--- config.mk ---
export PLATFORM = sky130hd
export DESIGN_NAME = rv_mc_control
export DESIGN_NICKNAME = d
export VERILOG_FILES = /design/src/rtl/rv_mc_control.sv
export SDC_FILE = /design/constraint.sdc
export NUM_CORES = 1
export LEC_CHECK = 0
export CORE_MARGIN = 1
export CORE_UTILIZATION = 39
export CTS_CLUSTER_DIAMETER = 50
export DETAILED_ROUTE_END_ITERATION = 16
export PLACE_DENSITY = 0.9
export SYNTH_ARGS = -nofsm -noshare
export SYNTH_HDL_FRONTEND = slang
export SYNTH_SLANG_ARGS = --single-unit
--- constraint.sdc ---
create_clock -name clk -period 2.85 [get_ports clk]
set_input_delay 0.57 -clock clk [delete_from_list [all_inputs] [get_ports clk]]
set_output_delay 0.57 -clock clk [all_outputs]
set_load 0.02 [all_outputs]
--- src/rtl/rv_mc_control.sv ---
`default_nettype none
// ============================================================================
// Module   : rv_mc_control
// Purpose  : Multi-cycle RV32I control FSM. Sequences FETCH/DECODE/EXEC/MEM/
//            WB/BRANCH/JUMP, owns the memory request handshake and a bus
//            timeout counter. All outputs are combinational from state, IR
//            and inputs.
// Revision : 1.0 - initial release
// ============================================================================
module rv_mc_control #(
    parameter int WAIT_LIMIT = 255,
    parameter int CNT_W      = 8
) (
    input  logic        clk,
    input  logic        n_rst,
    input  logic [31:0] instr,
    input  logic        mem_ready,
    input  logic        cmp_true,
    output logic        mem_req,
    output logic        mem_we,
    output logic        addr_sel,
    output logic        ir_write,
    output logic        pc_write,
    output logic [1:0]  pc_src,
    output logic        aluout_write,
    output logic [1:0]  alu_src_a,
    output logic [1:0]  alu_src_b,
    output logic [1:0]  alu_op,
    output logic        reg_write,
    output logic [1:0]  wb_sel,
    output logic        illegal_instr,
    output logic        bus_err,
    output logic        instr_retired,
    output logic [2:0]  state
);

    localparam logic [2:0] c_FETCH  = 3'd0;
    localparam logic [2:0] c_DECODE = 3'd1;
    localparam logic [2:0] c_EXEC   = 3'd2;
    localparam logic [2:0] c_MEM    = 3'd3;
    localparam logic [2:0] c_WB     = 3'd4;
    localparam logic [2:0] c_BRANCH = 3'd5;
    localparam logic [2:0] c_JUMP   = 3'd6;

    localparam logic [6:0] c_OP_R    = 7'b0110011;
    localparam logic [6:0] c_OP_I    = 7'b0010011;
    localparam logic [6:0] c_OP_LOAD = 7'b0000011;
    localparam logic [6:0] c_OP_S    = 7'b0100011;
    localparam logic [6:0] c_OP_SB   = 7'b1100011;
    localparam logic [6:0] c_OP_JAL  = 7'b1101111;
    localparam logic [6:0] c_OP_JALR = 7'b1100111;
    localparam logic [6:0] c_OP_LUI  = 7'b0110111;

    // Last count value before a timeout fires (meaningless when disabled).
    localparam logic [CNT_W-1:0] c_LIMIT_M1 = CNT_W'(WAIT_LIMIT - 1);
    localparam bit               c_TO_EN    = (WAIT_LIMIT != 0);

    logic [2:0]       r_state;
    logic [CNT_W-1:0] r_cnt;
    logic [2:0]       w_next;
    logic [6:0]       w_opcode;
    logic             w_mem_phase;
    logic             w_timeout;
    logic             w_unused_instr;

    assign w_opcode       = instr[6:0];
    // Function fields are decoded by the ALU itself, not here.
    assign w_unused_instr = &{1'b0, instr[31:7]};
    assign w_mem_phase    = (r_state == c_FETCH) || (r_state == c_MEM);
    // mem_ready in the limit cycle wins over the timeout.
    assign w_timeout      = c_TO_EN && w_mem_phase && !mem_ready && (r_cnt == c_LIMIT_M1);
    assign state          = r_state;

    // Next-state and control-output decode; everything forced low in reset.
    always_comb begin
        w_next        = r_state;
        mem_req       = 1'b0;
        mem_we        = 1'b0;
        addr_sel      = 1'b0;
        ir_write      = 1'b0;
        pc_write      = 1'b0;
        pc_src        = 2'd0;
        aluout_write  = 1'b0;
        alu_src_a     = 2'd0;
        alu_src_b     = 2'd0;
        alu_op        = 2'd0;
        reg_write     = 1'b0;
        wb_sel        = 2'd0;
        illegal_instr = 1'b0;
        bus_err       = w_timeout;
        instr_retired = 1'b0;
        case (r_state)
            c_FETCH: begin
                mem_req   = 1'b1;
                alu_src_b = 2'd2;
                if (mem_ready) begin
                    ir_write = 1'b1;
                    pc_write = 1'b1;
                    w_next   = c_DECODE;
                end
            end
            c_DECODE: begin
                alu_src_a    = 2'd1;
                alu_src_b    = 2'd1;
                aluout_write = 1'b1;
                case (w_opcode)
                    c_OP_R, c_OP_I, c_OP_LOAD, c_OP_S: w_next = c_EXEC;
                    c_OP_SB:                           w_next = c_BRANCH;
                    c_OP_JAL, c_OP_JALR:               w_next = c_JUMP;
                    c_OP_LUI:                          w_next = c_WB;
                    default: begin
                        // PC was already advanced in FETCH; just drop it.
                        illegal_instr = 1'b1;
                        w_next        = c_FETCH;
                    end
                endcase
            end
            c_EXEC: begin
                alu_src_a    = 2'd2;
                aluout_write = 1'b1;
                case (w_opcode)
                    c_OP_R: begin
                        alu_op = 2'd1;
                        w_next = c_WB;
                    end
                    c_OP_I: begin
                        alu_src_b = 2'd1;
                        alu_op    = 2'd1;
                        w_next    = c_WB;
                    end
                    c_OP_LOAD, c_OP_S: begin
                        alu_src_b = 2'd1;
                        w_next    = c_MEM;
                    end
                    default: w_next = c_FETCH;
                endcase
            end
            c_MEM: begin
                mem_req  = 1'b1;
                addr_sel = 1'b1;
                mem_we   = (w_opcode == c_OP_S);
                if (mem_ready) begin
                    if (w_opcode == c_OP_S) begin
                        instr_retired = 1'b1;
                        w_next        = c_FETCH;
                    end else begin
                        w_next = c_WB;
                    end
                end else if (w_timeout) begin
                    // Abandon the access; nothing is written back.
                    w_next = c_FETCH;
                end
            end
            c_WB: begin
                reg_write     = 1'b1;
                instr_retired = 1'b1;
                w_next        = c_FETCH;
                if (w_opcode == c_OP_LOAD) begin
                    wb_sel = 2'd1;
                end else if (w_opcode == c_OP_LUI) begin
                    wb_sel = 2'd2;
                end
            end
            c_BRANCH: begin
                alu_src_a     = 2'd2;
                alu_op        = 2'd2;
                instr_retired = 1'b1;
                w_next        = c_FETCH;
                if (cmp_true) begin
                    pc_write = 1'b1;
                    pc_src   = 2'd1;
                end
            end
            c_JUMP: begin
                // PC already holds the return address (written via wb_sel=3).
                reg_write     = 1'b1;
                wb_sel        = 2'd3;
                pc_write      = 1'b1;
                instr_retired = 1'b1;
                w_next        = c_FETCH;
                if (w_opcode == c_OP_JALR) begin
                    alu_src_a = 2'd2;
                    alu_src_b = 2'd1;
                    pc_src    = 2'd2;
                end else begin
                    pc_src = 2'd1;
                end
            end
            default: w_next = c_FETCH;
        endcase
        if (!n_rst) begin
            mem_req       = 1'b0;
            mem_we        = 1'b0;
            addr_sel      = 1'b0;
            ir_write      = 1'b0;
            pc_write      = 1'b0;
            pc_src        = 2'd0;
            aluout_write  = 1'b0;
            alu_src_a     = 2'd0;
            alu_src_b     = 2'd0;
            alu_op        = 2'd0;
            reg_write     = 1'b0;
            wb_sel        = 2'd0;
            illegal_instr = 1'b0;
            bus_err       = 1'b0;
            instr_retired = 1'b0;
        end
    end

    // State register and bus-wait counter (cleared on ready, timeout or state change).
    always_ff @(posedge clk or negedge n_rst) begin
        if (!n_rst) begin
            r_state <= c_FETCH;
            r_cnt   <= '0;
        end else begin
            r_state <= w_next;
            if ((w_next != r_state) || mem_ready || w_timeout || !w_mem_phase) begin
                r_cnt <= '0;
            end else begin
                r_cnt <= r_cnt + 1'b1;
            end
        end
    end

endmodule
`default_nettype wire
# Yosys cells after proc, flatten, opt, wreduce, memory -nomap -nowiden
# Cells that the tools add are included.
[totals]
elab_cells = 89
ff_bits = 11
out_inout_bits = 23
[classes]
n_reduce_logical = 20
eq_ne = 16
muxes = 50
add_sub_neg = 1
[ops]
columns = ["operator", "n"]
rows = [
  ["$mux 1", 26],
  ["$pmux 3 s4", 2],
  ["$eq 7x6->1 const B", 3],
  ["$eq 7x7->1 const B", 3],
  ["$mux 2", 9],
  ["$reduce_or 2->1", 7],
  ["$mux 3", 4],
  ["$pmux 2 s2", 3],
  ["$eq 3x3->1 const B", 3],
  ["$add 8x1->8 const B", 1],
  ["$eq 8x8->1 const B", 1],
  ["$mux 8", 1],
  ["$pmux 2 s4", 1],
  ["$reduce_or 8->1", 1],
  ["$eq 7x2->1 const B", 1],
  ["$eq 7x5->1 const B", 1],
  ["$eq 3x2->1 const B", 2],
  ["$pmux 2 s3", 1],
  ["$pmux 3 s2", 1],
  ["$reduce_or 3->1", 2],
  ["$logic_or 1x1->1", 4],
  ["$reduce_or 4->1", 1],
  ["$eq 3x1->1 const B", 1],
  ["$logic_not 3->1", 1],
  ["5 further kinds", 7],
]

# Longest topological paths before layout
[depth]
word_depth = 12
ltp_mapped = 5
mapped_depth_nobuf = 5

# Worst setup path before layout
# OpenSTA, ideal clock, no wires.
[synth_path]
path_type = "register -> output"
startpoint = "register r_state[0] (netlist: state[0])"
endpoint = "output port bus_err"
path_stages_with_launch = 5
arrival_ns = 1.975
n_path_buf = 1
path_slack_ns = 0.305
path_cell_list = "dfrtp_1 > clkbuf_2 > xnor2_1 > nor2b_1 > nor4b_1"
[synth_via]
elab_chain_len = 5
elab_cells_between_ends = 6
classes_between = "1 x eq/ne; 1 x mux; 4 x reduce/logical"
[synth_rtl]
columns = ["item", "line", "source"]
rows = [
  ["start: declaration", "58", "logic [2:0] r_state;"],
  ["start signal: assignment", "213", "r_state <= c_FETCH;"],
  ["start signal: assignment", "216", "r_state <= w_next;"],
  ["$eq 3x2->1 or $logic_not 3->1 (tied branches)", "69", "assign w_mem_phase = (r_state == c_FETCH) || (r_state == c_MEM);"],
  ["$logic_or 1x1->1 *", "69", ""],
  ["$logic_and 1x1->1 * (2 in a row)", "71", "assign w_timeout = c_TO_EN && w_mem_phase && !mem_ready && (r_cnt == c_LIMIT_M1);"],
  ["$mux 1 *", "191", "if (!n_rst) begin"],
  ["end: declaration", "32", "output logic bus_err,"],
]
# Every way passes the cells marked *; elsewhere a longest branch is shown, timed or not.

# Worst setup path in the final report
[layout_path]
startpoint = "input port mem_ready"
endpoint = "output port pc_write"
[layout_via]
elab_chain_len = 3
[layout_rtl]
columns = ["item", "line", "source"]
rows = [
  ["start: declaration", "17", "input logic mem_ready,"],
  ["$mux 1", "96", "if (mem_ready) begin"],
  ["$pmux 1 s3", "92", "case (r_state)"],
  ["$mux 1", "191", ""],
  ["end: declaration", "23", "output logic pc_write,"],
]
# No other way between the ends.

==> out/results.ini <==
[logic_synthesis]
synthMuxAreaShare = 0
synthTopCellsByArea = dfrtp_1, nor2_1, nor3b_1
syn-num-nets = 155
synth_top_area_frac = 0.291
ys_ff_latch = 11
synthAdderAreaFrac = 0.0264
synth_warnings = 0
synth_compound_area_frac = 0.185
syn_area_um2 = 947
yosysTopAreaCell = dfrtp_1
synth_edf_count = 0
synth-async-reset-ratio = 1.00
yosysSeqAreaShare = 0.291
syn_area_per_cell_um2 = 8.10
synth_xor_area_frac = 0.0370
synth_cell_types = 40
syn_inst = 117
synth_ff_type = dfrtp_1
synth_top_family_by_area = simple AND/OR/NAND/NOR gates
synthSimpleGateAreaFrac = 0.416

[clock_network]
cts_hold_buffers = 0
path_clk_slew_ns = 0.07
numCtsBuffers = 3
cts_tree = built
clock_sinks = 11
h-tree-depth = 1
clk_latency_ns = 0.26
cts.path.max_buffers = 2
cts_root_buf = clkbuf_4

[setup_path]
worst_path_largest_cell_delay_ns = 0.53
critPathBufInv = 2
critPathRequiredTime_ns = 2.28
regToRegSetupSlack_ns = 1.27
path_max_fanout = 3
endpoint_kind = output port
worstReg2RegStart = r_cnt[0]
endpoint = pc_write
start_kind = input port
cp_num_cells = 5
crit_start = mem_ready
crit_slowest_cell = clkdlybuf4s50_1
critPathMostFrequentCell = clkdlybuf4s50_1
worstReg2RegEnd = r_cnt[5]
cp_top_family = buffers and inverters
path_class = in2out
worstPathArrival_ns = 2.20
path_cells = clkdlybuf4s50_1, nor3b_1, a311o_1, and3_1, clkdlybuf4s50_1
ff2ff_path_depth = 5

[cells_and_area]
layout_commonest_cell = buf_4
final_layout_size_suffix_gt1_frac = 0.233
final_cell_mix = buf_4, clkdlybuf4s50_1, nor2_1
fin_nets = 215
areaGrowthSynthToFinish_pct = 61.6
n_antenna_cell = 0
final_area_mm2 = 0.00153
fill_cells = 179

[sta]
period_needed_ns = 2.77
finalClockSkew_ns = 0.00603
setup_slack_ns = 0.0810
period_share = 0.972
holdWs_ns = 0.475
maxSlewViolCount = 0
setup_tns_ns = 0
hold_viol = 0
relSlewSlack = 0.595
worst_pin_slew_ns = 0.605
setup-violations-final = 0
fmax_ghz = 0.361

[power_and_ir_drop]
switching_share = 0.302
p_comb_frac = 0.333
clock_power_share = 0.251
p_per_area_mw_per_mm2 = 266
p_switching_mw = 0.123
max-vdd-ir-drop_uv = 306
leakage_nw = 0.663
power_frac_seq = 0.416
p_int_mw = 0.284

[place]
port_buffers = 33
place_area_mm2 = 0.00147
hpwl_um = 2450
post-place-ws_ns = -0.250
gp_congestion = 0.849

[drt]
drc_errors = 0
wl_per_cell_um = 15.5
vias_per_cell = 5.76
wl_um = 3170
firstDrtPassIters = 4
drtAntennaViolNets = 0
via_count = 1176
first_iter_violations = 39

[global_routing]
grt.overflow.total = 0
grt_max_degree = 18
grt_pass1_vias = 1131
track_usage = 0.268
grt_pass1_wl_um = 5270
antenna_found_initial = 0

[floorplan]
core_mm2 = 0.00225
ios = 59
die_h_um = 51.3
fp.dieW_um = 51.3
num_rows = 17
start_util = 0.420
dieArea_mm2 = 0.00263

[status]
run_status = finished, final reports clean

[job]
drv_cap = 0

[min_path]
hold_path_class = in2async

==> kinds of logic after synthesis <==
family          count (synthesis)
compound gates                 26
xor+xnor                        4
fa+ha+maj                       2
buf+inv                         8
flops                          11
simple gates                   66
==> cell usage after synthesis (all sizes together), types with 3 or more instances <==
master,instances
nor3b,5
and3,3
nor4,3
nand2,7
or3,3
o21ai,7
nand3,7
nor2b,3
inv,3
a21oi,4
o211ai,4
nand2b,4
nor2,11
dfrtp,11
nor3,6
buf,4
==> layer usage <==
metal  up-vias  global-route usage  wire length (um)
met2        52               0.489              1660
met3         4              0.0268               139
li1        560                   -                 -
met5         -                   0                 0
met1       560               0.336              1350
met4         0              0.0631                27
==> repair_timing <==
| action | CTS | global route |
|---|---|---|
| setup buffers | 1 | 1 |
| pin swaps | 1 | 0 |
| endpoints found under the setup margin | 15 | 6 |
| resized for setup | 15 | 8 |
==> worst min path at each step <==
stage,startpoint,to,slack (ns),cells past startpoint
after floorplan,n_rst,r_cnt[0],0.27,0
after global placement,r_cnt[0],r_cnt[0],0.47,1
after detailed placement,r_cnt[0],r_cnt[0],0.49,1
after CTS,n_rst,state[2],0.49,2
after global routing,n_rst,state[2],0.47,2
final,n_rst,state[2],0.48,2
==> flip-flops by register name, indices dropped and copies added (netlist names) <==
signal  flops
state       3
r_cnt       8
==> per-stage QoR <==
stage / power, mW / cells / utilization
floorplan: 0.227 / 117 / -
global placement: 0.299 / 198 / 0.651
detailed placement: 0.304 / 198 / 0.651
CTS: 0.407 / 203 / 0.668
global route: 0.428 / 204 / 0.679
finish: 0.408 / 204 / 0.679
==> power groups by stage <==
| stage | clock network (mW) | logic (mW) | registers, mW |
|---|---|---|---|
| 6_report | 0.102 | 0.136 | 0.170 |
| 5_1_grt | 0.111 | 0.146 | 0.170 |
| 4_1_cts | 0.106 | 0.132 | 0.169 |
| 3_5_place_dp | 0 | 0.132 | 0.172 |
| 3_3_place_gp | 0 | 0.128 | 0.171 |
| 2_1_floorplan | 0 | 0.0578 | 0.169 |
==> final cells by class <==
cell class / instances / area [um2] / share of cell area
clock buffer: 4 / 26.3 / 0.0172
inverter: 3 / 11.3 / 0.00736
multi-input combinational: 98 / 661 / 0.432
sequential: 11 / 277 / 0.181
tap: 28 / 35.0 / 0.0229
timing repair buffer: 60 / 520 / 0.340
Note: power is estimated with default switching activity, not from simulation.
